`src/rtl/recepcion.sv`:
```
// rtl/recepcion.sv - UART receiver, 8N1 LSB first; RX_PARITY_EN selects 8E1 with parity_err reporting
module recepcion #(
    parameter int CLKS_PER_BIT = 5208
) (
    input  logic       clk_in,
    input  logic       reset,
    input  logic       rx,
    output logic [7:0] dout,
    output logic       done,
    output logic       busy,
    output logic       frame_err,
    output logic       parity_err
);
    localparam int CW = $clog2(CLKS_PER_BIT);
    localparam logic [CW-1:0] CNT_LAST = CW'(CLKS_PER_BIT - 1);
    localparam logic [CW-1:0] CNT_MID  = CW'(CLKS_PER_BIT / 2 - 1);

    typedef enum logic [2:0] {
        S_IDLE,
        S_START,
        S_DATA,
        S_PARITY,
        S_STOP,
        S_BREAK
    } state_t;

    logic          rx_meta_q, rx_s_q;
    state_t        state_q, state_d;
    logic [CW-1:0] cnt_q, cnt_d;
    logic [2:0]    idx_q, idx_d;
    logic [7:0]    shreg_q, shreg_d;
    logic [7:0]    dout_q, dout_d;
    logic          done_q, done_d;
    logic          ferr_q, ferr_d;
`ifdef RX_PARITY_EN
    logic          pmis_q, pmis_d;
    logic          perr_q, perr_d;
`endif

    // Two-flop synchroniser; both stages idle high so reset never fakes a start bit
    always_ff @(posedge clk_in or posedge reset) begin
        if (reset) begin
            rx_meta_q <= 1'b1;
            rx_s_q    <= 1'b1;
        end else begin
            rx_meta_q <= rx;
            rx_s_q    <= rx_meta_q;
        end
    end

    // Receiver state and datapath registers
    always_ff @(posedge clk_in or posedge reset) begin
        if (reset) begin
            state_q <= S_IDLE;
            cnt_q   <= '0;
            idx_q   <= '0;
            shreg_q <= '0;
            dout_q  <= '0;
            done_q  <= 1'b0;
            ferr_q  <= 1'b0;
`ifdef RX_PARITY_EN
            pmis_q  <= 1'b0;
            perr_q  <= 1'b0;
`endif
        end else begin
            state_q <= state_d;
            cnt_q   <= cnt_d;
            idx_q   <= idx_d;
            shreg_q <= shreg_d;
            dout_q  <= dout_d;
            done_q  <= done_d;
            ferr_q  <= ferr_d;
`ifdef RX_PARITY_EN
            pmis_q  <= pmis_d;
            perr_q  <= perr_d;
`endif
        end
    end

    // Next state: start bit checked at its middle, later bits sampled one period apart
    always_comb begin
        state_d = state_q;
        cnt_d   = (cnt_q == CNT_LAST) ? '0 : cnt_q + CW'(1);
        idx_d   = idx_q;
        shreg_d = shreg_q;
        dout_d  = dout_q;
        done_d  = 1'b0;
        ferr_d  = 1'b0;
`ifdef RX_PARITY_EN
        pmis_d  = pmis_q;
        perr_d  = 1'b0;
`endif
        case (state_q)
            S_IDLE: begin
                cnt_d = '0;
                idx_d = '0;
                if (!rx_s_q) state_d = S_START;
            end
            S_START: begin
                if (cnt_q == CNT_MID) begin
                    cnt_d   = '0;
                    state_d = rx_s_q ? S_IDLE : S_DATA;
                end
            end
            S_DATA: begin
                if (cnt_q == CNT_LAST) begin
                    shreg_d = {rx_s_q, shreg_q[7:1]};
                    idx_d   = idx_q + 3'd1;
                    if (idx_q == 3'd7) begin
`ifdef RX_PARITY_EN
                        state_d = S_PARITY;
`else
                        state_d = S_STOP;
`endif
                    end
                end
            end
`ifdef RX_PARITY_EN
            S_PARITY: begin
                if (cnt_q == CNT_LAST) begin
                    pmis_d  = (^shreg_q) != rx_s_q;
                    state_d = S_STOP;
                end
            end
`endif
            S_STOP: begin
                if (cnt_q == CNT_LAST) begin
                    if (rx_s_q) begin
                        dout_d  = shreg_q;
                        done_d  = 1'b1;
`ifdef RX_PARITY_EN
                        perr_d  = pmis_q;
`endif
                        state_d = S_IDLE;
                    end else begin
                        ferr_d  = 1'b1;
                        state_d = S_BREAK;
                    end
                end
            end
            S_BREAK: begin
                cnt_d = '0;
                if (rx_s_q) state_d = S_IDLE;
            end
            default: state_d = S_IDLE;
        endcase
    end

    assign dout      = dout_q;
    assign done      = done_q;
    assign frame_err = ferr_q;
    assign busy      = (state_q != S_IDLE);
`ifdef RX_PARITY_EN
    assign parity_err = perr_q;
`else
    assign parity_err = 1'b0;
`endif
endmodule
```
`config.mk`:
```
export PLATFORM = sky130hd
export DESIGN_NAME = recepcion
export DESIGN_NICKNAME = d
export VERILOG_FILES = /design/src/rtl/recepcion.sv
export SDC_FILE = /design/constraint.sdc
export NUM_CORES = 1
export LEC_CHECK = 0
export CAP_MARGIN = 20
export CORE_ASPECT_RATIO = 0.6
export CORE_MARGIN = 2
export CORE_UTILIZATION = 61
export DETAILED_ROUTE_END_ITERATION = 12
export GPL_TIMING_DRIVEN = 0
export PLACE_DENSITY = 0.92
export SETUP_SLACK_MARGIN = 0.5
export SLEW_MARGIN = 0
export SYNTH_ARGS = -nofsm -noshare
export SYNTH_HDL_FRONTEND = slang
export SYNTH_SLANG_ARGS = --single-unit
```
`constraint.sdc`:
```
create_clock -name clk_in -period 5.3 [get_ports clk_in]
set_clock_uncertainty 0.2 [all_clocks]
set_input_delay 1.06 -clock clk_in [delete_from_list [all_inputs] [get_ports clk_in]]
set_output_delay 1.06 -clock clk_in [all_outputs]
set_load 0.05 [all_outputs]
```
==> flow_metrics.env <==
export IMPL_setup_viol=0
export IMPL_die_area_um2=3490
export IMPL_tightest_slew_ns=0.622
export IMPL_relSlewSlack_pct=58.5
export IMPL_clk_pin_slew_worst_paths_ns=0.08
export IMPL_drv_cap=0
export IMPL_critical_path_max_fanout=9
export IMPL_setup_tns_ns=0
export IMPL_rsz0062_at_grt="false"
export IMPL_cts_tree="built"
export IMPL_arrival_ns=2.00
export IMPL_ir_drop_mv=0.192
export IMPL_dp_hpwl_mm=2.62
export IMPL_report_final_slew_viol_count=0
export IMPL_worst_setup_path_end_kind="output port"
export IMPL_final_common_cell="dfrtp_1"
export IMPL_core_area_um2=2870
export IMPL_grt_pass1_vias=1216
export IMPL_required_ns=4.04
export IMPL_num_rows=15
export IMPL_status="complete, no violations"
export IMPL_hp_class="flop to flop"
export IMPL_grt_pass1_wl_mm=5.91
export IMPL_use_met2_pct=38.1
export IMPL_antenna_cells=0
export IMPL_cts_hold_buf=0
export IMPL_syn_area_um2=1840
export IMPL_fin_crit_ns=3.26
export IMPL_gp_congestion=0.909
export IMPL_crit_slowest_cell="clkdlybuf4s50_1"
export IMPL_synthArstFlopShare_pct=100
export IMPL_syn_nets=159
export IMPL_finalNonFillerCells=217
export IMPL_post_dp_cell_area_um2=2050
export IMPL_crit_type="flop to output port"
export IMPL_numPortBuffers=13
export IMPL_max_freq_mhz=306
export IMPL_area_growth_pct=17.5
export IMPL_cts_made_buffers=5
export IMPL_max_stage_delay_ns=0.72
export IMPL_cellPowerDensity_nw_per_um2=258
export IMPL_seq_area_frac_synth_pct=53.2
export IMPL_die_height_um=46.6
export IMPL_drtIter0Drc=87
export IMPL_clk_latency_ns=0.29
export IMPL_cts_root_buf="clkbuf_8"
export IMPL_grtUsageTotal_pct=24.1
export IMPL_synth_edf_count=0
export IMPL_finalCritPeriodShare_pct=61.6
export IMPL_vias=1253
export IMPL_wl_per_cell_um=16.2
export IMPL_viasPerCell=5.77
export IMPL_startpoint_type="flop"
export IMPL_antenna_left=0
export IMPL_synth_seq_cells=39
export IMPL_stdcell_area_um2=2160
export IMPL_post_synth_num_cell_types=41
export IMPL_busiest_layer="met2"
export IMPL_leakage_uw=0.00101
export IMPL_antenna_found_initial=0
export IMPL_grt_util_met1_pct=32.3
export IMPL_pin_count=15
export IMPL_cts_num_sinks=39
export IMPL_use_met3_pct=6.13
export IMPL_fillCellCount=190
export IMPL_ys_flop_type="dfrtp_1"
export IMPL_cts_setup_buffers=0
export IMPL_drc=0
export IMPL_clock_path_buffers=2
export IMPL_post_place_cells=209
export IMPL_die_w_um=74.9
export IMPL_grt_ovfl_total=0
export IMPL_crit_chain="buf_2, or3_1, clkdlybuf4s50_1"
export IMPL_power_total_uw=557
export IMPL_netlist_instances=153
export IMPL_wl_mm=3.51
export IMPL_syn_mean_instance_area_um2=12.0
export IMPL_grt_max_degree=26
export IMPL_hold_viol=0
export IMPL_final_layout_size_suffix_gt1_share_pct=28.0
export IMPL_start_util_pct=64.1
export IMPL_drtPass1Iterations=4
export IMPL_cts_max_level=2
export IMPL_final_nets=180
export IMPL_final_cell_mix="dfrtp_1 (37), mux2_2 (15), clkdlybuf4s50_1 (13)"
export IMPL_cts_resized=0
export IMPL_ys_warn_count=0
==> power breakdown <==
part | switching [uW] | internal, uW | leakage [uW]
Combinational | 7.99 | 4.52 | 0.000426
Clock | 105 | 140 | 0.0000581
Sequential | 0.752 | 299 | 0.000523
Total | 114 | 443 | 0.00101
==> sequential cells by signal, summed over array words and instances (netlist names) <==
register,cells
frame_err,1
done,1
rx_s_q,1
idx_q,3
shreg_q,8
state_q,3
cnt_q,13
rx_meta_q,1
dout,8
==> Yosys cell counts (2+ instances only) <==
cell type	count	share of area (%)
nand4_1	5	1.7
mux2_2	15	9.2
buf_2	3	0.82
and4b_1	2	1.1
nor4_1	2	0.68
nor4b_1	3	1.4
o21ai_0	4	1.1
nor3_1	2	0.54
dfrtp_1	37	50
a21oi_1	2	0.54
ha_1	3	2.0
xor2_1	4	1.9
clkbuf_1	2	0.41
xnor2_1	7	3.3
nand3_1	5	1.4
nor2_2	9	3.1
buf_6	2	1.2
and4_1	2	0.95
nor2_1	6	1.2
and3_1	2	0.68
inv_1	8	1.6
nand2_1	7	1.4
and4bb_2	2	1.4
dfstp_2	2	2.9
==> through the flow <==
step / util [%] / hold slack (ns) / setup slack (ns)
after detailed placement: 71.4 / 0.147 / 2.35
after global placement: 70.5 / 0.147 / 2.37
after global routing: 75.3 / 0.166 / 1.97
final: 75.3 / 0.159 / 2.04
after floorplan: - / 0.145 / 2.93
after CTS: 75.3 / 0.159 / 2.03
==> kinds of logic (layout without fill, tap and decap cells) <==
| kind of cell | count (synthesis) | count (layout) | share of synthesized area [%] |
|---|---|---|---|
| xor+xnor | 11 | 11 | 5.23 |
| compound gates | 12 | 12 | 4.96 |
| fa+ha+maj | 3 | 3 | 2.04 |
| flops | 39 | 39 | 53.2 |
| mux | 17 | 17 | 10.3 |
| other cells | 1 | 1 | 0.204 |
| buf+inv | 16 | 38 | 4.49 |
| simple gates | 54 | 54 | 19.6 |
==> metal layers <==
metal  vias to the layer above  wire length, um  part of all wire [%]
met5                         -                0                     0
met4                         0               51                   1.5
met3                         8              157                   4.5
met2                        31             1730                    49
met1                       634             1560                    45
li1                        580                -                     -
==> worst paths after layout <==
check | start | endpoint | slack, ns | cells after the start
setup / recovery | state_q[2] | busy | 2.04 | 3
hold / removal | rx_meta_q | rx_s_q | 0.16 | 0
setup reg to reg | cnt_q[0] | dout[4] | 3.06 | 6
hold reg to reg | rx_meta_q | rx_s_q | 0.16 | 0
max in group asynchronous | reset | rx_s_q | 3.33 | 3
min in group asynchronous | reset | dout[6] | 0.96 | 2
==> layout make-up <==
class / count / area (um^2) / area share [%]
Buffer: 8 / 52.6 / 2.43
Clock buffer: 5 / 68.8 / 3.18
Clock inverter: 3 / 43.8 / 2.02
Inverter: 8 / 30.0 / 1.39
Multi-Input combinational cell: 98 / 779 / 36.0
Sequential cell: 39 / 978 / 45.2
Tap cell: 42 / 52.6 / 2.43
Timing Repair Buffer: 14 / 158 / 7.29
==> critical path, delay by kind of cell (launching register included) <==
family                 cells  cell delay [ns]
buffers and inverters      2             0.90
AND/OR/NAND/NOR            1             0.45
flip-flops                 1             0.36
Power figures use the tool's default switching activity.
